### src/rtl/t8x8_pkg.sv
// rtl/t8x8_pkg.sv - shared defaults and FSM state type for the 8x8 transpose controller
package t8x8_pkg;

  localparam int ROWS_DEF = 8;
  localparam int LAT_DEF  = 16;

  typedef enum logic {
    IDLE = 1'b0,
    LOAD = 1'b1
  } state_e;

endpackage

### src/rtl/t8x8_valid_pipe.sv
// rtl/t8x8_valid_pipe.sv - enabled shift register tracking {valid, last} of rows inside the array
module valid_pipe #(
  parameter int LAT = 16
) (
  input  logic clk,
  input  logic reset_n,
  input  logic en_i,
  input  logic valid_i,
  input  logic last_i,
  output logic valid_o,
  output logic last_o,
  output logic any_valid_o
);

  logic [LAT-1:0] valid_q;
  logic [LAT-1:0] valid_d;
  logic [LAT-1:0] last_q;
  logic [LAT-1:0] last_d;

  // Next stage contents: shift by one position only on enabled array cycles.
  always_comb begin
    valid_d = valid_q;
    last_d  = last_q;
    if (en_i) begin
      valid_d[0] = valid_i;
      last_d[0]  = last_i;
      for (int i = 1; i < LAT; i++) begin
        valid_d[i] = valid_q[i-1];
        last_d[i]  = last_q[i-1];
      end
    end
  end

  // Stage registers, cleared so nothing is considered in flight after reset.
  always_ff @(posedge clk or negedge reset_n) begin
    if (!reset_n) begin
      valid_q <= '0;
      last_q  <= '0;
    end else begin
      valid_q <= valid_d;
      last_q  <= last_d;
    end
  end

  assign valid_o     = valid_q[LAT-1];
  assign last_o      = last_q[LAT-1];
  assign any_valid_o = |valid_q;

endmodule

### src/rtl/t8x8_ctrl.sv
// rtl/t8x8_ctrl.sv - row sequencing, flow control and tile counting for an 8x8 transpose array
module t8x8_ctrl
  import t8x8_pkg::*;
#(
  parameter int ROWS  = ROWS_DEF,
  parameter int LAT   = LAT_DEF,
  parameter int CNT_W = 16
) (
  input  logic             clk,
  input  logic             reset_n,
  input  logic             cfg_transpose,
  input  logic             in_valid,
  output logic             in_ready,
  output logic             out_valid,
  input  logic             out_ready,
  output logic             out_last,
  output logic             arr_enable,
  output logic             arr_start,
  output logic             arr_do_transpose,
  output logic             busy,
  output logic [CNT_W-1:0] tile_cnt
);

  localparam int RCW = (ROWS > 1) ? $clog2(ROWS) : 1;
  localparam logic [RCW-1:0] LAST_ROW = RCW'(ROWS - 1);

  state_e           state_q;
  logic [RCW-1:0]   row_cnt_q;
  logic             mode_q;
  logic [CNT_W-1:0] tile_cnt_q;

  logic pipe_valid;
  logic pipe_last;
  logic pipe_any;
  logic stall;
  logic hole;
  logic mode_block;
  logic accept;
  logic row_last;

  // Array may only advance when downstream is not blocking and upstream has
  // no gap in the middle of a tile; held low while in reset.
  assign hole       = (state_q == LOAD) & ~in_valid;
  assign out_valid  = pipe_valid & ~hole;
  assign out_last   = pipe_last & out_valid;
  assign stall      = out_valid & ~out_ready;
  assign arr_enable = reset_n & ~stall & ~hole;

  // A mode change between tiles has to wait until the array is empty.
  assign mode_block = (state_q == IDLE) & (cfg_transpose != mode_q) & pipe_any;
  assign in_ready   = arr_enable & ~mode_block;
  assign accept     = in_valid & in_ready;
  assign row_last   = accept & (row_cnt_q == LAST_ROW);

  assign arr_start        = (state_q == LOAD) | accept;
  assign arr_do_transpose = mode_q;
  assign busy             = (state_q == LOAD) | pipe_any;
  assign tile_cnt         = tile_cnt_q;

  // Tile loading FSM: counts accepted rows and captures the mode at tile start.
  always_ff @(posedge clk or negedge reset_n) begin
    if (!reset_n) begin
      state_q   <= IDLE;
      row_cnt_q <= '0;
      mode_q    <= 1'b0;
    end else if (arr_enable && accept) begin
      if (state_q == IDLE) begin
        mode_q <= cfg_transpose;
      end
      if (row_cnt_q == LAST_ROW) begin
        state_q   <= IDLE;
        row_cnt_q <= '0;
      end else begin
        state_q   <= LOAD;
        row_cnt_q <= row_cnt_q + RCW'(1);
      end
    end
  end

  // Count tiles whose final row has been handed downstream; wraps naturally.
  always_ff @(posedge clk or negedge reset_n) begin
    if (!reset_n) begin
      tile_cnt_q <= '0;
    end else if (out_valid && out_ready && out_last) begin
      tile_cnt_q <= tile_cnt_q + CNT_W'(1);
    end
  end

  valid_pipe #(
    .LAT(LAT)
  ) u_valid_pipe (
    .clk        (clk),
    .reset_n    (reset_n),
    .en_i       (arr_enable),
    .valid_i    (accept),
    .last_i     (row_last),
    .valid_o    (pipe_valid),
    .last_o     (pipe_last),
    .any_valid_o(pipe_any)
  );

endmodule
### config.mk
export PLATFORM = sky130hd
export DESIGN_NAME = t8x8_ctrl
export DESIGN_NICKNAME = d
export VERILOG_FILES = /design/src/rtl/t8x8_pkg.sv /design/src/rtl/t8x8_valid_pipe.sv /design/src/rtl/t8x8_ctrl.sv
export SDC_FILE = /design/constraint.sdc
export NUM_CORES = 1
export LEC_CHECK = 0
export ABC_CLOCK_PERIOD_IN_PS = 4400
export BUFFER_PORTS_ARGS = -buffer_cell sky130_fd_sc_hd__buf_4
export CAP_MARGIN = 0
export CORE_MARGIN = 3
export CORE_UTILIZATION = 44
export DETAILED_ROUTE_END_ITERATION = 8
export GPL_TIMING_DRIVEN = 0
export PLACE_DENSITY = 0.73
export SYNTH_ARGS = -nofsm -noshare
export SYNTH_HDL_FRONTEND = slang
export SYNTH_SLANG_ARGS = --single-unit
### constraint.sdc
create_clock -name clk -period 4.4 [get_ports clk]
set_input_delay 0.88 -clock clk [delete_from_list [all_inputs] [get_ports clk]]
set_output_delay 0.88 -clock clk [all_outputs]
set_load 0.02 [all_outputs]
==> impl_table.tex <==
\begin{tabular}{lr}
\hline
Metric & Value \\
\hline
\multicolumn{2}{l}{\textbf{Logic synthesis}} \\
\quad Top cells by area, synth & sky130\_fd\_sc\_hd\_\_dfrtp\_1 (56\%), sky130\_fd\_sc\_hd\_\_mux2\_2 (12\%), sky130\_fd\_sc\_hd\_\_mux2\_4 (5.1\%) \\
\quad Post-Syn Instances & 162 \\
\quad Area share of the leading cell type in the synthesized netlist & 56.0\% \\
\quad Cell area after synthesis & 2370 um\^{}2 \\
\quad Top-count cell post-synth & sky130\_fd\_sc\_hd\_\_dfrtp\_1 \\
\quad Asr flop ratio synth & 100\% \\
\quad Most frequent cells after synthesis & sky130\_fd\_sc\_hd\_\_dfrtp\_1 (53), sky130\_fd\_sc\_hd\_\_mux2\_2 (25), sky130\_fd\_sc\_hd\_\_xnor2\_1 (12) \\
\quad Dominant cell type by area after synthesis & sky130\_fd\_sc\_hd\_\_dfrtp\_1 \\
\quad Syn avg cell area & 14.6 um\^{}2 \\
\quad Share of the synthesized area in compound gates (AO/OA/AOI/OAI) & 1.96\% \\
\quad Post-synthesis mux area share & 17.9\% \\
\quad Sequential share of the synthesized area & 56.0\% \\
\quad Dominant combinational cell family by area after synthesis & multiplexers \\
\quad Basic-gate share of the synthesized area counting and, or, nand and nor cells & 14.2\% \\
\quad Fraction of the mapped netlist area in adder cells & 1.59\% \\
\quad Number of warnings reported in the yosys synthesis log & 0 \\
\quad Post-Synth XOR/XNOR Area & 5.92\% \\
\quad Post-synthesis cell type count & 31 \\
\quad Prevailing post-synth register cell & sky130\_fd\_sc\_hd\_\_dfrtp\_1 \\
\quad Number of synthesized register bits & 53 \\
\quad Count of flip-flops with a built-in enable after synthesis & 0 \\
\quad Net count after synthesis & 170 \\
\multicolumn{2}{l}{\textbf{Layout}} \\
\quad Layout Area Growth over Synthesis & 15.9\% \\
\quad Layout net count & 204 \\
\quad Flip-flop and latch area & 1330 um\^{}2 \\
\quad Inserted Diodes & 0 \\
\quad Area occupied by multi-input gates & 985 um\^{}2 \\
\quad Proportion of layout cells with a drive suffix above 1 & 42.1\% \\
\quad Filler cell count & 456 \\
\multicolumn{2}{l}{\textbf{Clock tree}} \\
\quad CTS tree & done \\
\quad Number of cells upsized or downsized after cts & 0 \\
\quad CTS root buffer & sky130\_fd\_sc\_hd\_\_clkbuf\_8 \\
\quad Maximum level of the CTS H-tree & 2 \\
\quad Number of buffers on the longest clock path & 2 \\
\quad Setup bufs post-CTS & 0 \\
\quad \# clock sinks & 53 \\
\quad Count of hold-fix buffers inserted at cts & 0 \\
\quad Later-pin clock latency in the skew report & 0.29 ns \\
\quad Clock transition at the registers of the reported paths & 0.09 ns \\
\quad Total clock buffers created by CTS & 5 \\
\multicolumn{2}{l}{\textbf{Setup path}} \\
\quad Worst flop-to-flop path startpoint & u\_valid\_pipe.valid\_q[15]\$\_DFFE\_PN0P\_ \\
\quad Setup crit end kind & output port \\
\quad Crit path max-delay cell type & sky130\_fd\_sc\_hd\_\_buf\_4 \\
\quad Chain of cells forming the critical path & buf\_4, nand3\_1, a21oi\_4, or2\_2, buf\_4 \\
\quad CP Max Fanout & 55 \\
\quad Number of buffers and inverters on the critical path & 2 \\
\quad Critical Path Max Stage Delay & 0.53 ns \\
\quad Crit Path Class & primary input to output port \\
\quad Nature of the critical path startpoint & primary input \\
\quad Register-to-register setup slack & 2.64 ns \\
\quad Critical R2R Capture & row\_cnt\_q[2]\$\_DFFE\_PN0P\_ \\
\quad Cell type group with the largest total delay on the critical path & buffers and inverters \\
\quad Critical path's most frequent cell & sky130\_fd\_sc\_hd\_\_buf\_4 \\
\quad Critical path data required time & 3.52 ns \\
\quad Launch point of the critical path & reset\_n \\
\quad Cells on worst reg2reg path & 4 \\
\quad Endpoint arrival time on the critical path & 2.34 ns \\
\multicolumn{2}{l}{\textbf{Pwr}} \\
\quad P per Cell Area & 520 nW/um\^{}2 \\
\quad Total chip power & 1.43 mW \\
\quad Leakage & 1.32 nW \\
\quad Maximum ir drop on the vdd rail & 0.376 mV \\
\multicolumn{2}{l}{\textbf{Global route}} \\
\quad Gr ovfl total & 0 \\
\quad Maximum number of pins on one net before global-route repair & 56 \\
\quad Global-route wire length before repair & 6.20 mm \\
\quad Number of global-route vias before repair & 1388 \\
\quad Number of antenna violations at the first check in global routing & 0 \\
\quad Global routing usage summed across all routing layers & 12.3\% \\
\multicolumn{2}{l}{\textbf{Timing}} \\
\quad Min setup slack post-route & 1.18 ns \\
\quad Setup tns final & 0 ns \\
\quad Unrepaired setup endpoints after global routing & false \\
\quad Final setup skew & 0.00351 ns \\
\quad Achievable Freq & 310 MHz \\
\quad Max-slew headroom at the worst pin & 54.3\% \\
\quad Worst hold slack & 0.482 ns \\
\quad Final max-slew violation count & 0 \\
\quad Count of final setup violators & 0 \\
\quad Fraction of the cycle the final worst path needs & 73.2\% \\
\quad Transition at the pin with the smallest max-transition slack & 0.685 ns \\
\quad Endpoints failing hold & 0 \\
\quad Post-route minimum period & 3.22 ns \\
\multicolumn{2}{l}{\textbf{Place}} \\
\quad I/O Buffers & 27 \\
\quad Worst setup slack before clock tree synthesis & 1.11 ns \\
\quad Detailed placer's ending HPWL & 2.48 mm \\
\quad Routability congestion estimate from global placement & 0.687 \\
\multicolumn{2}{l}{\textbf{Route}} \\
\quad Met2 Routed Length & 1.78 mm \\
\quad Initial DRT Pass Iterations & 4 \\
\quad Detail-routed net length per standard cell & 13.3 um \\
\quad Final ANT Viol Nets & 0 \\
\quad Highest routing layer actually used & met3 \\
\quad Detailed-routing wirelength on met1 & 1.61 mm \\
\quad DR iter-0 viols & 33 \\
\quad Via density per instance & 5.05 \\
\quad Final wirelength & 3.55 mm \\
\quad Number of vias after detailed routing & 1349 \\
\quad Remaining design rule violation count & 0 \\
\quad Met3 WL post-DR & 165 um \\
\multicolumn{2}{l}{\textbf{Die}} \\
\quad I/O pin count & 28 \\
\quad Height of the chip & 79.4 um \\
\quad Overall die width & 79.4 um \\
\quad Placement row count & 26 \\
\quad Standard cell core area & 5140 um\^{}2 \\
\quad Starting density of the core & 46.1\% \\
\quad Die area & 6300 um\^{}2 \\
\multicolumn{2}{l}{\textbf{Hold path}} \\
\quad Hold Path Depth & 1 \\
\quad Startpoint of the lowest-slack hold path & tile\_cnt[15]\$\_DFFE\_PN0P\_ \\
\quad Sink of the worst hold path & tile\_cnt[15]\$\_DFFE\_PN0P\_ \\
\quad Worst min-delay path class & register to register \\
\multicolumn{2}{l}{\textbf{Run}} \\
\quad Max-cap check violation count & 0 \\
\multicolumn{2}{l}{\textbf{Status}} \\
\quad Status & finished, final reports clean \\
\hline
\end{tabular}
[routing by layer]
metal,track usage [%],vias up
li1,-,646
met4,1.55,0
met2,21.3,22
met1,15.8,681
met5,0,-
met3,3.51,0
[worst max-delay path by stage]
stage                      to  slack, ns  cells after the start
global route        arr_start       0.98                      5
detailed placement  arr_start       1.11                      5
floorplan            in_ready       1.77                      5
CTS                 arr_start       1.11                      5
finish              arr_start       1.18                      5
global placement    arr_start       1.10                      5
[power breakdown]
part	switching, mW	internal (mW)	total [mW]
combinational	0.164	0.250	0.414
sequential	0.116	0.631	0.746
clock	0.151	0.114	0.265
[sequential cells by signal (all words and copies together), names as in the netlist]
signal and cells:
arr_do_transpose 1, u_valid_pipe.last_q 16, u_valid_pipe.valid_q 16, state_q 1, tile_cnt 16, row_cnt_q 3
[cells by family after synthesis]
logic type      count (synthesis)
flops                          53
simple gates                   43
mux                            35
xor+xnor                       16
buf+inv                         7
compound gates                  5
fa+ha+maj                       3
[through the flow]
step | std cells | utilization (%) | cell area [um^2]
after floorplan | 162 | - | 2370
after global placement | 259 | 51.7 | 2660
after detailed placement | 259 | 51.7 | 2660
after CTS | 267 | 53.4 | 2740
after global routing | 267 | 53.4 | 2740
final | 267 | 53.4 | 2740
[area by class of cell]
class	instances	share of cell area, %
clock buffer	6	2.64
clock inverter	2	0.502
tap	70	3.19
buffer	5	1.78
timing repair buffer	27	7.39
inverter	2	0.274
sequential	53	48.3
multi-input combinational	102	35.9
[worst reg2reg max path, stage by stage, from the launching register on]
cell and delay, ns:
sky130_fd_sc_hd__dfrtp_1 0.44, sky130_fd_sc_hd__nor4_2 0.35, sky130_fd_sc_hd__nand4_2 0.23, sky130_fd_sc_hd__a21oi_4 0.31, sky130_fd_sc_hd__mux2_4 0.33
[cell usage in the layout (no fill, tap or decap), drive strengths merged, types with 3 or more instances in the layout]
cell	count
nand3	4
xor2	4
xnor2	12
mux2	35
buf	31
nor4	8
nand4	8
nand2	7
nor2	3
ha	3
inv	3
clkbuf	7
dfrtp	53
(Power assumes the default switching activity.)
